--- config.mk ---
export PLATFORM = sky130hd
export DESIGN_NAME = trace_capture_buffer
export DESIGN_NICKNAME = d
export VERILOG_FILES = /design/src/rtl/trace_capture_buffer.sv
export SDC_FILE = /design/constraint.sdc
export NUM_CORES = 1
export LEC_CHECK = 0
export ABC_AREA = 1
export CAP_MARGIN = 20
export CORE_UTILIZATION = 40
export CTS_CLUSTER_DIAMETER = 100
export DETAILED_ROUTE_END_ITERATION = 6
export GPL_ROUTABILITY_DRIVEN = 0
export PLACE_DENSITY = 0.54
export SLEW_MARGIN = 20
export SYNTH_ARGS = -nofsm -noshare
export SYNTH_HDL_FRONTEND = slang
export SYNTH_SLANG_ARGS = --single-unit
--- constraint.sdc ---
create_clock -name clk -period 9.6 [get_ports clk]
set_input_delay 2.4 -clock clk [delete_from_list [all_inputs] [get_ports clk]]
set_output_delay 2.4 -clock clk [all_outputs]
set_load 0.02 [all_outputs]
--- src/rtl/trace_capture_buffer.sv ---
// Debug trace unit: logs watched register-file writebacks with PC and cycle stamp
// into a circular buffer drained through a first-word-fall-through read port.
module trace_capture_buffer #(
  parameter int DEPTH  = 16,
  parameter int DATA_W = 32,
  parameter int ADDR_W = 5,
  parameter int CNT_W  = 16
) (
  input  logic                   clk,
  input  logic                   rst_n,
  input  logic                   arm,
  input  logic                   stop,
  input  logic                   mode,
  input  logic                   trig_en,
  input  logic [DATA_W-1:0]      trig_pc,
  input  logic [2**ADDR_W-1:0]   watch_mask,
  input  logic                   commit_valid,
  input  logic [DATA_W-1:0]      pc,
  input  logic                   reg_we,
  input  logic [ADDR_W-1:0]      reg_waddr,
  input  logic [DATA_W-1:0]      reg_wdata,
  output logic                   rd_valid,
  input  logic                   rd_ready,
  output logic [CNT_W-1:0]       rd_stamp,
  output logic [DATA_W-1:0]      rd_pc,
  output logic [ADDR_W-1:0]      rd_addr,
  output logic [DATA_W-1:0]      rd_data,
  output logic [$clog2(DEPTH):0] count,
  output logic [1:0]             state,
  output logic [CNT_W-1:0]       dropped
);

  localparam int PTR_W = $clog2(DEPTH);
  localparam int CW    = PTR_W + 1;

  typedef enum logic [1:0] {
    S_IDLE    = 2'd0,
    S_ARMED   = 2'd1,
    S_CAPTURE = 2'd2,
    S_DONE    = 2'd3
  } state_t;

  state_t            r_state;
  state_t            w_state_next;
  logic [PTR_W-1:0]  r_wr_ptr;
  logic [PTR_W-1:0]  r_rd_ptr;
  logic [CW-1:0]     r_count;
  logic [CW-1:0]     w_count_next;
  logic [CNT_W-1:0]  r_stamp;
  logic [CNT_W-1:0]  r_dropped;

  logic [CNT_W-1:0]  r_mem_stamp [DEPTH];
  logic [DATA_W-1:0] r_mem_pc    [DEPTH];
  logic [ADDR_W-1:0] r_mem_addr  [DEPTH];
  logic [DATA_W-1:0] r_mem_data  [DEPTH];

  logic w_qe;
  logic w_trig_hit;
  logic w_full;
  logic w_empty;
  logic w_flush;
  logic w_cap_window;
  logic w_stamp_run;
  logic w_pop;
  logic w_push;
  logic w_overwrite;
  logic w_fills;

  // $zero is hardwired, so its writes are never worth logging.
  assign w_qe       = commit_valid & reg_we & (reg_waddr != '0) & watch_mask[reg_waddr];
  assign w_trig_hit = commit_valid & (pc == trig_pc);
  assign w_full     = (r_count == CW'(DEPTH));
  assign w_empty    = (r_count == '0);

  // Read handshake: an entry transfers on any edge where rd_valid & rd_ready;
  // rd_valid never depends on rd_ready. A flush discards a concurrent pop.
  assign w_pop       = ~w_empty & rd_ready & ~w_flush;
  assign w_push      = w_qe & w_cap_window & ~(w_full & ~w_pop & mode);
  assign w_overwrite = w_push & w_full & ~w_pop;
  assign w_fills     = w_push & mode & (w_count_next == CW'(DEPTH));

  always_comb begin
    w_count_next = r_count;
    if (w_push & ~w_pop & ~w_full)
      w_count_next = r_count + 1'b1;
    else if (w_pop & ~w_push)
      w_count_next = r_count - 1'b1;
  end

  always_ff @(posedge clk or negedge rst_n) begin
    if (!rst_n) r_state <= S_IDLE;
    else        r_state <= w_state_next;
  end

  always_comb begin
    w_state_next = r_state;
    unique case (r_state)
      S_IDLE, S_DONE: if (arm) w_state_next = trig_en ? S_ARMED : S_CAPTURE;
      S_ARMED: begin
        if (stop)            w_state_next = S_DONE;
        else if (w_trig_hit) w_state_next = S_CAPTURE;
      end
      S_CAPTURE: if (stop) w_state_next = S_DONE;
      default: w_state_next = S_IDLE;
    endcase
    if (w_fills) w_state_next = S_DONE;
  end

  // Stop beats a trigger arriving in the same cycle, so nothing is captured then.
  always_comb begin
    w_flush      = 1'b0;
    w_cap_window = 1'b0;
    w_stamp_run  = 1'b0;
    unique case (r_state)
      S_IDLE, S_DONE: w_flush = arm;
      S_ARMED: begin
        w_stamp_run  = 1'b1;
        w_cap_window = w_trig_hit & ~stop;
      end
      S_CAPTURE: begin
        w_stamp_run  = 1'b1;
        w_cap_window = 1'b1;
      end
      default: ;
    endcase
  end

  always_ff @(posedge clk or negedge rst_n) begin
    if (!rst_n) begin
      r_wr_ptr  <= '0;
      r_rd_ptr  <= '0;
      r_count   <= '0;
      r_stamp   <= '0;
      r_dropped <= '0;
    end else if (w_flush) begin
      r_wr_ptr  <= '0;
      r_rd_ptr  <= '0;
      r_count   <= '0;
      r_stamp   <= '0;
      r_dropped <= '0;
    end else begin
      if (w_push)               r_wr_ptr <= r_wr_ptr + 1'b1;
      if (w_pop | w_overwrite)  r_rd_ptr <= r_rd_ptr + 1'b1;
      r_count <= w_count_next;
      if (w_stamp_run)          r_stamp <= r_stamp + 1'b1;
      if (w_overwrite && (r_dropped != '1))
        r_dropped <= r_dropped + 1'b1;
    end
  end

  // Storage is not reset; contents are meaningless until count says otherwise.
  always_ff @(posedge clk) begin
    if (w_push) begin
      r_mem_stamp[r_wr_ptr] <= r_stamp;
      r_mem_pc[r_wr_ptr]    <= pc;
      r_mem_addr[r_wr_ptr]  <= reg_waddr;
      r_mem_data[r_wr_ptr]  <= reg_wdata;
    end
  end

  assign rd_valid = ~w_empty;
  assign rd_stamp = r_mem_stamp[r_rd_ptr];
  assign rd_pc    = r_mem_pc[r_rd_ptr];
  assign rd_addr  = r_mem_addr[r_rd_ptr];
  assign rd_data  = r_mem_data[r_rd_ptr];
  assign count    = r_count;
  assign state    = r_state;
  assign dropped  = r_dropped;

endmodule

==> qor.csv, run 1 <==
metric,value,unit
start_util,40.3,%
clockBufferDepth,3,
stdcell_count,6361,
hold_depth,2,
synthDistinctLibCells,45,
maxSlewViolCount,0,
reg2reg_to,r_mem_pc[12][8],
min_to,dropped[3],
cts-resized-gates,0,
synth_seq_cells,1407,
crit_family,buffers and inverters,
holdCritPathClass,reg2reg,
final_cell_mix,"edfxtp_1 (1360), nand2_1 (719), o21ai_0 (468)",
synth_seq_area_share,75.7,%
ys.warnings.count,0,
cp.required,7200,ps
vias_per_cell,5.57,
final_common_cell,edfxtp_1,
cp_cell_sequence,inv_4 > nor2_4 > inv_6 > buf_4 > a21oi_1 > a221oi_1 > o21ai_0 > nand2_1 > clkdlybuf4s50_1,
leakagePower,21.7,nW
syn-num-nets,4397,
pre_cts_ws,2280,ps
hpwl,79600,um
cts_made_buffers,153,
tns,0,ps
num_vias,35402,
clkSlewWorstSetupHoldPaths,60,ps
wl_per_cell,24.6,um
powerDensity,272,mW/mm^2
rsz0062_at_grt,no,
slowest_delay,1020,ps
die_h,375,um
routed_wl,156000,um
timing.final.crit_share,80.9,%
slew_headroom,25.8,%
outcome,finished clean,
cts-root-buf,clkbuf_16,
reg2reg_depth,12,
cp-end-kind,output port,
maxCapViolations,0,
synth-main-ff-cell,edfxtp_1,
dp.cells,6084,
slowest_stage,dfrtp_4,
r2r-start,state[1],
clock-sinks,1407,
grt_pass1_vias,34538,
clock_latency,770,ps
worst_pin_slew,1110,ps
cts_max_level,4,
period_minus_slack,7760,ps
vdd_ir_drop_max,237,uV
syn_inst,4244,
ioPinCount,251,
row_count,136,
remaining_drc_errors,0,
regToRegSetupSlack,5380,ps
grt_pass1_wl,230000,um
drt_pass1_iterations,5,
gr-total-overflow,0,
grt_antenna_before_repair,7,
nets,4598,
worstHoldStart,dropped[3],
critical_path.max_fanout,59,
grt.total_usage,22.0,%
grt_max_degree,234,
syn_area,0.0555,sq mm
crit_arrival,5360,ps
cts_tree,built,
startpoint_type,flip-flop,
avgSynthCellArea,13.1,sq um
cts_hold_buf,0,
finalHoldViolations,0,
setup_viol,0,
drt.antenna.violating_nets,0,
fin_skew,25.6,ps
drive_gt1_share,6.92,%
crit_buf_inv,4,
post-cts-setup-buffer-count,0,
placeableCoreArea,0.138,sq mm
die_width,375,um
numPortBuffers,250,
synth_edf_count,1360,
async_flop_share,3.34,%
crit_type,reg2out,
dieArea,0.140,sq mm
fmax,129,MHz
timing.final.ws_setup,1840,ps
drtIter0Drc,3547,
area_growth_syn_to_layout,16.7,%
worst-path-stages,9,
==> logic make-up after synthesis <==
logic type / synth area share, %
mux: 0.0361
flops: 75.7
xor+xnor: 0.316
compound gates: 10.5
simple gates: 10.6
fa+ha+maj: 0.248
buf+inv: 2.62
==> final cells by class <==
| class | instances | area (sq um) |
|---|---|---|
| clock buffers | 205 | 4170 |
| repair buffers | 316 | 3180 |
| flip-flops and latches | 1407 | 42000 |
| inverters | 103 | 417 |
| clock inverters | 70 | 529 |
| diodes | 2 | 5.00 |
| multi-input cells | 2464 | 12200 |
| fillers | 12156 | 72900 |
| well taps | 1794 | 2240 |
==> per-layer routing <==
metal	GRT usage (%)	wire length (um)	up-vias
met5	0	55	-
met4	6.65	3610	8
met3	3.43	8720	209
met2	35.3	74400	1031
met1	31.0	69700	17982
li1	-	-	16172
==> registers in the layout (all words and copies together) (netlist names) <==
name / cells
r_wr_ptr: 4
r_mem_addr: 80
r_mem_stamp: 256
r_mem_pc: 512
r_stamp: 16
state: 2
r_mem_data: 512
count: 5
r_rd_ptr: 4
dropped: 16
==> how the worst max path moves through the flow <==
stage / start / endpoint
5_1_grt: r_rd_ptr[2] / rd_data[0]
2_1_floorplan: reg_waddr[0] / r_mem_addr[11][0]
6_report: r_rd_ptr[2] / rd_data[13]
3_3_place_gp: reg_waddr[1] / r_mem_pc[4][5]
3_5_place_dp: reg_waddr[1] / r_mem_pc[4][5]
4_1_cts: r_rd_ptr[2] / rd_data[8]
==> worst register-to-register path: cells and delay by family (launching register included) <==
family | cells | cell delay (ps)
AND/OR/NAND/NOR | 6 | 1800
flip-flops | 1 | 400
buffers and inverters | 5 | 1440
adder cells (fa/ha/maj) | 1 | 160
==> synth_stat cells, drive strengths merged, types with 14 or more instances <==
cell type	instances	area [sq um]
a221oi	106	928
edfxtp	1360	40800
nand2	721	2710
inv	100	375
clkbuf	250	938
o221ai	64	561
o22ai	110	688
buf	20	124
nor2	426	1620
nand4	75	475
o21ai	481	2410
a21oi	229	1150
nand3	187	948
dfrtp	47	1180
xor2	14	123
==> stage by stage <==
step	utilization (%)	instance area [sq um]	power, mW	hold slack, ps
final	47.0	64800	17.6	615
after global routing	47.0	64800	18.4	652
after CTS	47.0	64800	17.8	616
after detailed placement	43.6	60100	12.2	595
after global placement	43.6	60100	12.2	598
after floorplan	-	55500	9.97	551
==> report_power, final <==
group	total, mW	leakage, nW	internal, mW	switching [mW]
Clock	5.59	2.30	3.21	2.38
Sequential	7.04	13.0	6.85	0.196
Combinational	4.97	6.40	1.59	3.38
(Power assumes the default switching activity.)
==> run 2, diff against run 1 <==
--- a/config.mk
+++ b/config.mk
@@ -11,7 +11,7 @@
 export CTS_CLUSTER_DIAMETER = 100
 export DETAILED_ROUTE_END_ITERATION = 6
 export GPL_ROUTABILITY_DRIVEN = 0
-export PLACE_DENSITY = 0.54
+export PLACE_DENSITY = 0.56
 export SLEW_MARGIN = 20
 export SYNTH_ARGS = -nofsm -noshare
 export SYNTH_HDL_FRONTEND = slang
==> constraint.sdc (replaced) <==
create_clock -name clk -period 6.6 [get_ports clk]
set_input_delay 1.65 -clock clk [delete_from_list [all_inputs] [get_ports clk]]
set_output_delay 1.65 -clock clk [all_outputs]
set_load 0.02 [all_outputs]
==> qor.csv, run 2 (synthesized netlist as in run 1, its figures left out) <==
metric,value,unit,change
powerDensity,391,mW/mm^2,+44%
switching_share,34.8,%,+0.95 points
vias_per_cell,5.57,,about the same
maxSlewViolCount,0,,unchanged
slowest_delay,960,ps,-60 ps
leakagePower,21.8,nW,+0.53%
maxCapViolations,0,,unchanged
grt.total_usage,22.0,%,-0.045 points
gr-total-overflow,0,,unchanged
clockBufferDepth,3,,unchanged
register_area,0.0420,sq mm,unchanged
num_vias,35609,,+0.58%
final_cell_mix,"edfxtp_1 (1360), nand2_1 (719), o21ai_0 (468)",,
rsz0062_at_grt,no,,
placeableCoreArea,0.138,sq mm,unchanged
vdd_ir_drop_max,347,uV,+46%
startpoint_type,flip-flop,,
cts-root-buf,clkbuf_16,,
cp-end-kind,output port,,
numPortBuffers,250,,unchanged
outcome,finished clean,,
drive_gt1_share,7.38,%,+0.45 points
finalHoldViolations,0,,unchanged
holdCritPathClass,reg2reg,,
timing.final.crit_share,92.0,%,
routed_wl,156000,um,-0.40%
cts_made_buffers,147,,-3.9%
cts_hold_buf,0,,unchanged
fmax,165,MHz,
drtIter0Drc,3341,,-5.8%
setup_viol,0,,unchanged
reg_top3,"r_mem_data x512, r_mem_pc x512, r_mem_stamp x256",,
start_util,40.3,%,unchanged
wl_per_cell,24.4,um,-0.89%
fin_skew,34.7,ps,+9.07 ps
crit_path_frequent_cell,buf_4,,
clkSlewWorstSetupHoldPaths,60,ps,about the same
grt_max_degree,211,,-9.8%
clock-sinks,1407,,unchanged
remaining_drc_errors,0,,unchanged
ioPinCount,251,,unchanged
period_minus_slack,6070,ps,
clock_latency,790,ps,+20 ps
cts_tree,built,,
die_width,375,um,unchanged
hpwl,81200,um,+2.0%
crit_arrival,4420,ps,-940 ps
clkPwrFrac,30.2,%,-1.5 points
drt_pass1_iterations,5,,unchanged
cts-resized-gates,0,,unchanged
whs,602,ps,-13.4 ps
regToRegSetupSlack,2880,ps,-2500 ps
pwr-share-seq,40.0,%,about the same
pwr-share-comb,29.8,%,+1.5 points
cts_max_level,4,,unchanged
post-cts-setup-buffer-count,0,,unchanged
area_growth_syn_to_layout,17.2,%,
p_int,16.6,mW,+43%
cp.required,4950,ps,-2250 ps
multi_input_comb_area,0.0122,sq mm,unchanged
slew_headroom,23.1,%,-2.6 points
cp_cell_sequence,buf_4 > buf_4 > o21ai_0 > o221ai_1 > nand4_1 > nand2_1 > clkdlybuf4s50_1,,
critical_path.max_fanout,48,,-19%
dieArea,0.140,sq mm,unchanged
grt_pass1_wl,229000,um,-0.28%
grt_pass1_vias,34491,,-0.14%
fillers,11981,,-1.4%
drt.antenna.violating_nets,0,,unchanged
slowest_stage,dfrtp_4,,
final_common_cell,edfxtp_1,,
nets,4635,,+0.80%
die_h,375,um,unchanged
p_sw,8.85,mW,+49%
crit_type,reg2out,,
grt_antenna_before_repair,6,,-1
worst_pin_slew,1150,ps,+39.5 ps
power.total,25.5,mW,+45%
row_count,136,,unchanged
## run 2: changes by cell type in the layout (fill, tap and decap cells not counted), moves of 3 or more
cell and change:
clkbuf_16 -11, clkinv_1 -6, inv_16 +3, buf_4 +18, buf_12 +25, clkbuf_1 +14, bufinv_16 -5, clkinv_2 -10
## run 2: per-layer routing
layer	vias to the layer above	global-route usage, %	routed length, um
li1	16258	-	-
met1	17999	30.7	68800
met5	-	0	67
met2	1126	35.2	73800
met3	216	3.94	9790
met4	10	6.32	3350
## run 2: critical path, delay by kind of cell, from the launching register on
family / cells / cell delay, ps
AND/OR/NAND/NOR: 2 / 350
flip-flops: 1 / 960
AO/OA/AOI/OAI: 2 / 390
buffers and inverters: 3 / 1820
## run 2: layout make-up
| type | instances | area share (%) |
|---|---|---|
| sequential | 1407 | 64.6 |
| clock inverter | 56 | 0.709 |
| timing repair buffer | 359 | 5.86 |
| clock buffer | 207 | 6.05 |
| multi-input combinational | 2464 | 18.7 |
| tap | 1794 | 3.45 |
| antenna | 2 | 0.00769 |
| inverter | 103 | 0.640 |
## run 2: final timing paths
path,startpoint,endpoint,depth (start not counted)
setup / recovery,r_rd_ptr[1],rd_data[20],7
hold / removal,dropped[3],dropped[3],2
setup reg to reg,state[1],r_mem_pc[0][30],11
hold reg to reg,dropped[3],dropped[3],2
max in group asynchronous,rst_n,r_rd_ptr[2],2
min in group asynchronous,rst_n,dropped[0],2
## run 2: stage by stage
step	worst slack [ps]	std cells	area (sq um)	setup TNS [ps]	util, %
detailed placement	675	6127	60700	0	44.1
global placement	659	6127	60700	0	44.1
global route	323	6391	65100	0	47.3
finish	530	6392	65100	0	47.3
floorplan	-334	4244	55500	-358420	-
CTS	501	6390	65100	0	47.3
## run 2: power groups by stage
stage / combinational, mW / sequential, mW / clock [mW]
final: 7.58 / 10.2 / 7.69
after CTS: 7.67 / 10.2 / 7.84
after global placement: 7.62 / 10.4 / 0
after floorplan: 4.25 / 10.3 / 0
after detailed placement: 7.64 / 10.4 / 0
after global routing: 8.22 / 10.2 / 8.15
